`src/rtl/inq_ary_rd_port.sv`:
```
// inq_ary_rd_port: read-side port for the inbound-queue array, with single-entry reads and full-array scans
module inq_ary_rd_port #(
    parameter int ADDR_W  = 4,
    parameter int ENTRY_W = 2
) (
    input  logic                              clk,
    input  logic                              reset_r,
    input  logic [ENTRY_W-1:0]                inq_ary0 [2**ADDR_W],
    input  logic                              rd_req,
    input  logic [ADDR_W-1:0]                 rd_addr,
    output logic                              rd_rdy,
    output logic                              rd_vld,
    output logic [ENTRY_W-1:0]                rd_data,
    output logic [ADDR_W-1:0]                 rd_data_addr,
    input  logic                              rd_ack,
    input  logic                              scan_start,
    output logic                              scan_busy,
    output logic                              scan_done,
    output logic [(2**ADDR_W)*ENTRY_W-1:0]    scan_word
);
    localparam int DEPTH = 2**ADDR_W;

    typedef enum logic [1:0] {INIT, IDLE, RD_HOLD, SCAN} state_t;

    state_t                     state, state_nxt;
    logic                       scan_pend, pend_nxt;
    logic                       fire, last;
    logic                       rdy_nxt, vld_nxt, busy_nxt;
    logic [ADDR_W-1:0]          idx;
    logic [DEPTH*ENTRY_W-1:0]   shadow, shadow_nxt;

    assign fire = rd_req & rd_rdy;
    assign last = (state == SCAN) && (idx == '1);

    always_ff @(posedge clk or posedge reset_r) begin
        if (reset_r)
            state <= INIT;
        else
            state <= state_nxt;
    end

    // A read handshake beats a simultaneous scan request; the scan is parked in scan_pend
    always_comb begin
        state_nxt = state == INIT    ? IDLE :
                    state == IDLE    ? (fire ? RD_HOLD : (scan_pend | scan_start) ? SCAN : IDLE) :
                    state == RD_HOLD ? (rd_ack ? IDLE : RD_HOLD) :
                                       (last ? IDLE : SCAN);
        pend_nxt  = last ? 1'b0 :
                    ((state == IDLE && fire && scan_start) || (state == RD_HOLD && scan_start)) ? 1'b1 :
                    scan_pend;
    end

    always_comb begin
        rdy_nxt    = (state_nxt == IDLE) && !pend_nxt;
        vld_nxt    = state_nxt == RD_HOLD;
        busy_nxt   = state_nxt == SCAN;
        shadow_nxt = shadow;
        shadow_nxt[int'(idx)*ENTRY_W +: ENTRY_W] = inq_ary0[idx];
    end

    always_ff @(posedge clk or posedge reset_r) begin
        if (reset_r) begin
            scan_pend    <= 1'b0;
            rd_rdy       <= 1'b0;
            rd_vld       <= 1'b0;
            rd_data      <= '0;
            rd_data_addr <= '0;
            scan_busy    <= 1'b0;
            scan_done    <= 1'b0;
            scan_word    <= '0;
            shadow       <= '0;
            idx          <= '0;
        end else begin
            scan_pend <= pend_nxt;
            rd_rdy    <= rdy_nxt;
            rd_vld    <= vld_nxt;
            scan_busy <= busy_nxt;
            scan_done <= last;
            if (fire) begin
                rd_data      <= inq_ary0[rd_addr];
                rd_data_addr <= rd_addr;
            end
            if (state == SCAN) begin
                shadow <= shadow_nxt;
                idx    <= idx + 1'b1;
            end
            if (last)
                scan_word <= shadow_nxt;
        end
    end
endmodule

```
`config.mk`:
```
export PLATFORM = sky130hd
export DESIGN_NAME = inq_ary_rd_port
export DESIGN_NICKNAME = d
export VERILOG_FILES = /design/src/rtl/inq_ary_rd_port.sv
export SDC_FILE = /design/constraint.sdc
export NUM_CORES = 1
export LEC_CHECK = 0
export ABC_AREA = 1
export BUFFER_PORTS_ARGS = -buffer_cell sky130_fd_sc_hd__buf_2
export CAP_MARGIN = 20
export CORE_AREA = 8 8 116 118
export DETAILED_ROUTE_END_ITERATION = 12
export DIE_AREA = 0 0 124 126
export GPL_TIMING_DRIVEN = 0
export PLACE_DENSITY = 0.69
export SYNTH_ARGS = -nofsm -noshare
export SYNTH_HDL_FRONTEND = slang
export SYNTH_SLANG_ARGS = --single-unit
```
`constraint.sdc`:
```
create_clock -name clk -period 2.5 [get_ports clk]
set_input_delay 0.5 -clock clk [delete_from_list [all_inputs] [get_ports clk]]
set_output_delay 0.5 -clock clk [all_outputs]
set_load 0.05 [all_outputs]
```
* Yosys cells after proc, flatten, opt, wreduce, memory -nomap -nowiden *
Index checks and enable logic that the tools add are counted.

operators by class
  bitwise logic cells = 4
  reductions and logical operators = 8
  $lt $le $gt $ge = 2
  shifts and indexed selects = 2
  eq/ne operators = 7
  muxes and demuxes = 16
  add/subtract/negate cells = 2

operators with widths
  operator                                                count
  negation 5 -> 33 bit                                    1
  variable shift 2 x 33 -> 32 bit (first input constant)  1
  variable part select 2 x 33 -> 32 bit                   1
  bitwise mux 32 bit                                      1
  two-way mux 2 bit                                       11
  binary-select mux 2 bit (select 4 bit)                  2
  >= comparator 5 bit (second input constant)             2
  inverter 4 -> 5 bit                                     2
  equality test 2 bit (second input constant)             4
  logical AND 1 bit                                       5
  adder 4 x 1 -> 4 bit (second input constant)            1
  equality test 2 x 1 -> 1 bit (second input constant)    2
  equality test 4 bit (second input constant)             1
  zero test 2 bit                                         1
  two-way mux 1 bit                                       2
  bitwise AND 1 bit                                       1
  zero test 1 bit                                         1
  logical OR 1 bit                                        1
  OR 1 bit                                                1

storage, ports and cells
  word-level logic and storage cells = 52
  register bits after elaboration = 81
  input bits = 41
  output and inout bits = 42

* Longest topological paths before layout *
  depth in word-level cells = 8
  gate-level depth with buffers = 16
  mapped depth without buffers = 14

* Worst setup path after synthesis *
OpenSTA, ideal clock, no wires.

  kind = register to register
  start = reg idx[0]
  end = reg scan_word[10]
  stages on the path, launching flop included = 14
  clock period less this slack = 2.005 ns
  arrival = 1.887 ns
  setup slack = 0.495 ns
  required time = 2.382 ns
  cells stage by stage = dfrtp_1 -> buf_6 -> inv_2 -> buf_6 -> nand3_1 -> inv_1 -> ha_1 -> inv_1 -> nor2_1 -> nand2_1 -> nor2_1 -> or2_2 -> nand3_1 -> nand2_1

on the way
  longest elaborated chain between the ends = 6

ends and longest elaborated chain
  element                                                RTL line  text
  from (decl)                                            29        logic [ADDR_W-1:0] idx;
  from (signal assigned)                                 85        idx <= idx + 1'b1;
  inverter 4 -> 5 bit (implied by the code)              58        shadow_nxt[int'(idx)*ENTRY_W +: ENTRY_W] = inq_ary0[idx];
  binary-select mux 2 bit (select 4 bit)                 58
  two-way mux 2 bit (implied by the code) (2 in series)  58
  variable part select 2 x 33 -> 32 bit                  58
  bitwise mux 32 bit                                     58
  to (signal assigned)                                   88        scan_word <= shadow_nxt;
  to (decl)                                              19        output logic [(2**ADDR_W)*ENTRY_W-1:0] scan_word

Several ways; a longest one is shown, not always the timed one. The select of a mux whose other input is x is not followed.
A chain may end at the register's enable or synchronous reset.

* Worst setup path after layout *
  start = reg idx[0]
  end = reg scan_word[11]

Same word-level chain as after synthesis.

==> results.yml <==
logic_synthesis:
  seq_area_frac_synth_pct: 44.5
  ys_seq_elements: 81
  ys_types: 33
  avgSynthCellArea_um2: 7.25
  synth_area_mm2: 0.00455
  syn-num-nets: 673
  yosysWarnings: 0
  synthCells: 628
detailed_routing:
  via_count: 4236
  wirelength_mm: 11.8
  drcViolationCount: 0
  vias_per_cell: 4.85
  wl_per_cell_um: 13.5
  drt_pass1_iterations: 4
  drtIter0Drc: 253
  ant_nets: 0
pwr:
  powerDensity_mw_per_mm2: 1540
  leakage_nw: 3.01
  seqPwrFrac_pct: 26.2
  combPwrFrac_pct: 57.8
  p_sw_share_pct: 50.5
  clock_power_share_pct: 16.0
  switchingPower_w: 0.00429
  intPower_w: 0.00421
  ir_drop_uv: 953
floorplanning:
  rows: 40
  initial_core_util_pct: 38.9
  die_w_um: 124
  ioPinCount: 83
  die-area_mm2: 0.0156
  die_h_um: 126
  fp.coreArea_mm2: 0.0117
worst_setup_path:
  arrival_ns: 2.48
  crit_required_ns: 2.73
  critical_path_class: "register to register"
  worst_setup_path_end_kind: "register"
  cp-start-kind: "register"
  cp_max_fo: 10
sta:
  clock_skew_ns: 0.00510
  hold-worst-slack_ns: 0.157
  hold_viol: 0
  setup_tns_ns: 0
  setup_viol: 0
  fin_crit_sh_pct: 90.0
  tightest_slew_ns: 0.508
  timing.fmax_mhz: 444
  maxSlewHeadroom_pct: 66.2
  drv_slew: 0
  rsz0062_at_grt: "false"
  period_minus_slack_ns: 2.25
layout:
  n_fill_cell: 1208
  mostFrequentLayoutCells: "nand2_1, buf_2, nand3_1, dfrtp_1, inv_1"
  areaGrowthSynthToFinish_pct: 21.1
  layout.core_utilization_pct: 47.1
  final_common_cell: "nand2_1"
  drive_gt1_share_pct: 20.5
  antennaDiodeCount: 0
  nets: 767
clock_network:
  cts_sinks: 81
  cts_tree: "yes"
  cts_buffers: 9
  post_cts_buffers: 0
  insertion_delay_ns: 0.34
  clkSlewWorstSetupHoldPaths_ns: 0.06
  cts.htree.levels: 3
  clockBufferDepth: 2
  cts-root-buf: "clkbuf_16"
placement:
  hpwl_mm: 8.98
  portBuffers: 81
  gp_congestion: 0.887
grt:
  grt_remaining_overflow: 0
  grt_pass1_wl_mm: 19.7
  antenna_found_initial: 0
  grt_max_degree: 36
  grt_usage_pct: 15.6
  grt_pass1_vias: 4206
job:
  maxCapViolations: 0
worst_hold_path:
  holdCritPathClass: "primary input to asynchronous set/reset pin"
outcome:
  outcome: "finished clean"
[kinds of logic after synthesis]
group / after synthesis / synth area share (%)
AO/OA/AOI/OAI: 59 / 7.12
buffers and inverters: 102 / 9.70
adder cells (fa/ha/maj): 4 / 1.10
XOR/XNOR: 4 / 1.18
multiplexers: 2 / 0.440
flip-flops: 81 / 44.5
AND/OR/NAND/NOR: 376 / 35.9
[stage by stage]
stage                     worst slack (ns)  instances  power (W)  instance area (µm²)
final                                0.249        874    0.00850                 5510
after global routing                0.0177        874    0.00919                 5510
after CTS                            0.194        874    0.00851                 5500
after detailed placement             0.213        858    0.00712                 5190
after global placement               0.244        856    0.00703                 5150
after floorplan                      0.495        628    0.00597                 4560
[final timing paths]
kind	startpoint	end	slack, ns	cells past startpoint
hold / removal	reset_r	scan_word[31]	0.16	2
hold reg to reg	shadow[11]	shadow[11]	0.47	2
min in group clk	rd_ack	state[0]	0.45	3
setup reg to reg	idx[0]	scan_word[11]	0.25	13
setup / recovery	idx[0]	scan_word[11]	0.25	13
max in group asynchronous	reset_r	shadow[4]	1.84	3
[flip-flops by register name, indices dropped and copies added, names as in the netlist]
signal,count
rd_data_addr,4
scan_busy,1
idx,4
rd_rdy,1
shadow,32
state,2
scan_word,32
scan_pend,1
scan_done,1
rd_data,2
rd_vld,1
[metal layers]
layer	track usage (%)	wire length (µm)	share of wire (%)
met5	0	0	0
met4	4.20	125	1.1
met3	3.53	761	6.4
met2	26.1	5520	47
met1	19.6	5410	46
[power groups by stage]
stage | sequential (W) | combinational, W | clock (W)
after detailed placement | 0.00225 | 0.00487 | 0
after floorplan | 0.00326 | 0.00271 | 0
after CTS | 0.00223 | 0.00489 | 0.00139
after global routing | 0.00230 | 0.00546 | 0.00143
final | 0.00222 | 0.00491 | 0.00136
after global placement | 0.00223 | 0.00481 | 0
[synth_stat cells, drive strengths merged]
cell type | number | share of area (%)
dfrtp | 81 | 45
buf | 19 | 2.9
ha | 4 | 1.1
a31oi | 9 | 1.2
nand2 | 226 | 19
xnor2 | 1 | 0.60
or2 | 16 | 2.2
o22ai | 1 | 0.14
o21ai | 30 | 3.3
nand4 | 3 | 0.74
nor2 | 41 | 3.7
o211ai | 4 | 0.66
nor3 | 5 | 0.66
xor2 | 3 | 0.58
inv | 74 | 6.1
clkbuf | 8 | 0.66
nand3 | 85 | 9.7
a21oi | 14 | 1.6
mux2i | 2 | 0.44
clkinv | 1 | 0.082
o21a | 1 | 0.16
[critical path, stage by stage, from the launching register on]
cell	delay (ns)
dfrtp_1	0.41
buf_6	0.15
inv_2	0.06
buf_6	0.15
nand3_1	0.08
inv_1	0.10
ha_2	0.32
inv_2	0.15
nor2_1	0.07
nand2_1	0.10
nor2_1	0.10
or2_2	0.29
nand3_1	0.10
nand2_1	0.06
[area by class of cell]
cell class | instances | area (µm²) | share of cell area [%]
buffer | 27 | 160 | 2.90
clock buffer | 14 | 274 | 4.97
clock inverter | 2 | 35.0 | 0.635
inverter | 75 | 285 | 5.17
multi-input combinational | 445 | 2100 | 38.1
sequential | 81 | 2030 | 36.8
tap | 147 | 184 | 3.34
timing repair buffer | 83 | 445 | 8.08
[repair_timing]
| item | in CTS | in global routing |
|---|---|---|
| gates resized for setup | 0 | 5 |
| endpoints found under the setup margin | 0 | 12 |
| hold buffers | 0 | 0 |
Power figures use the tool's default switching activity.
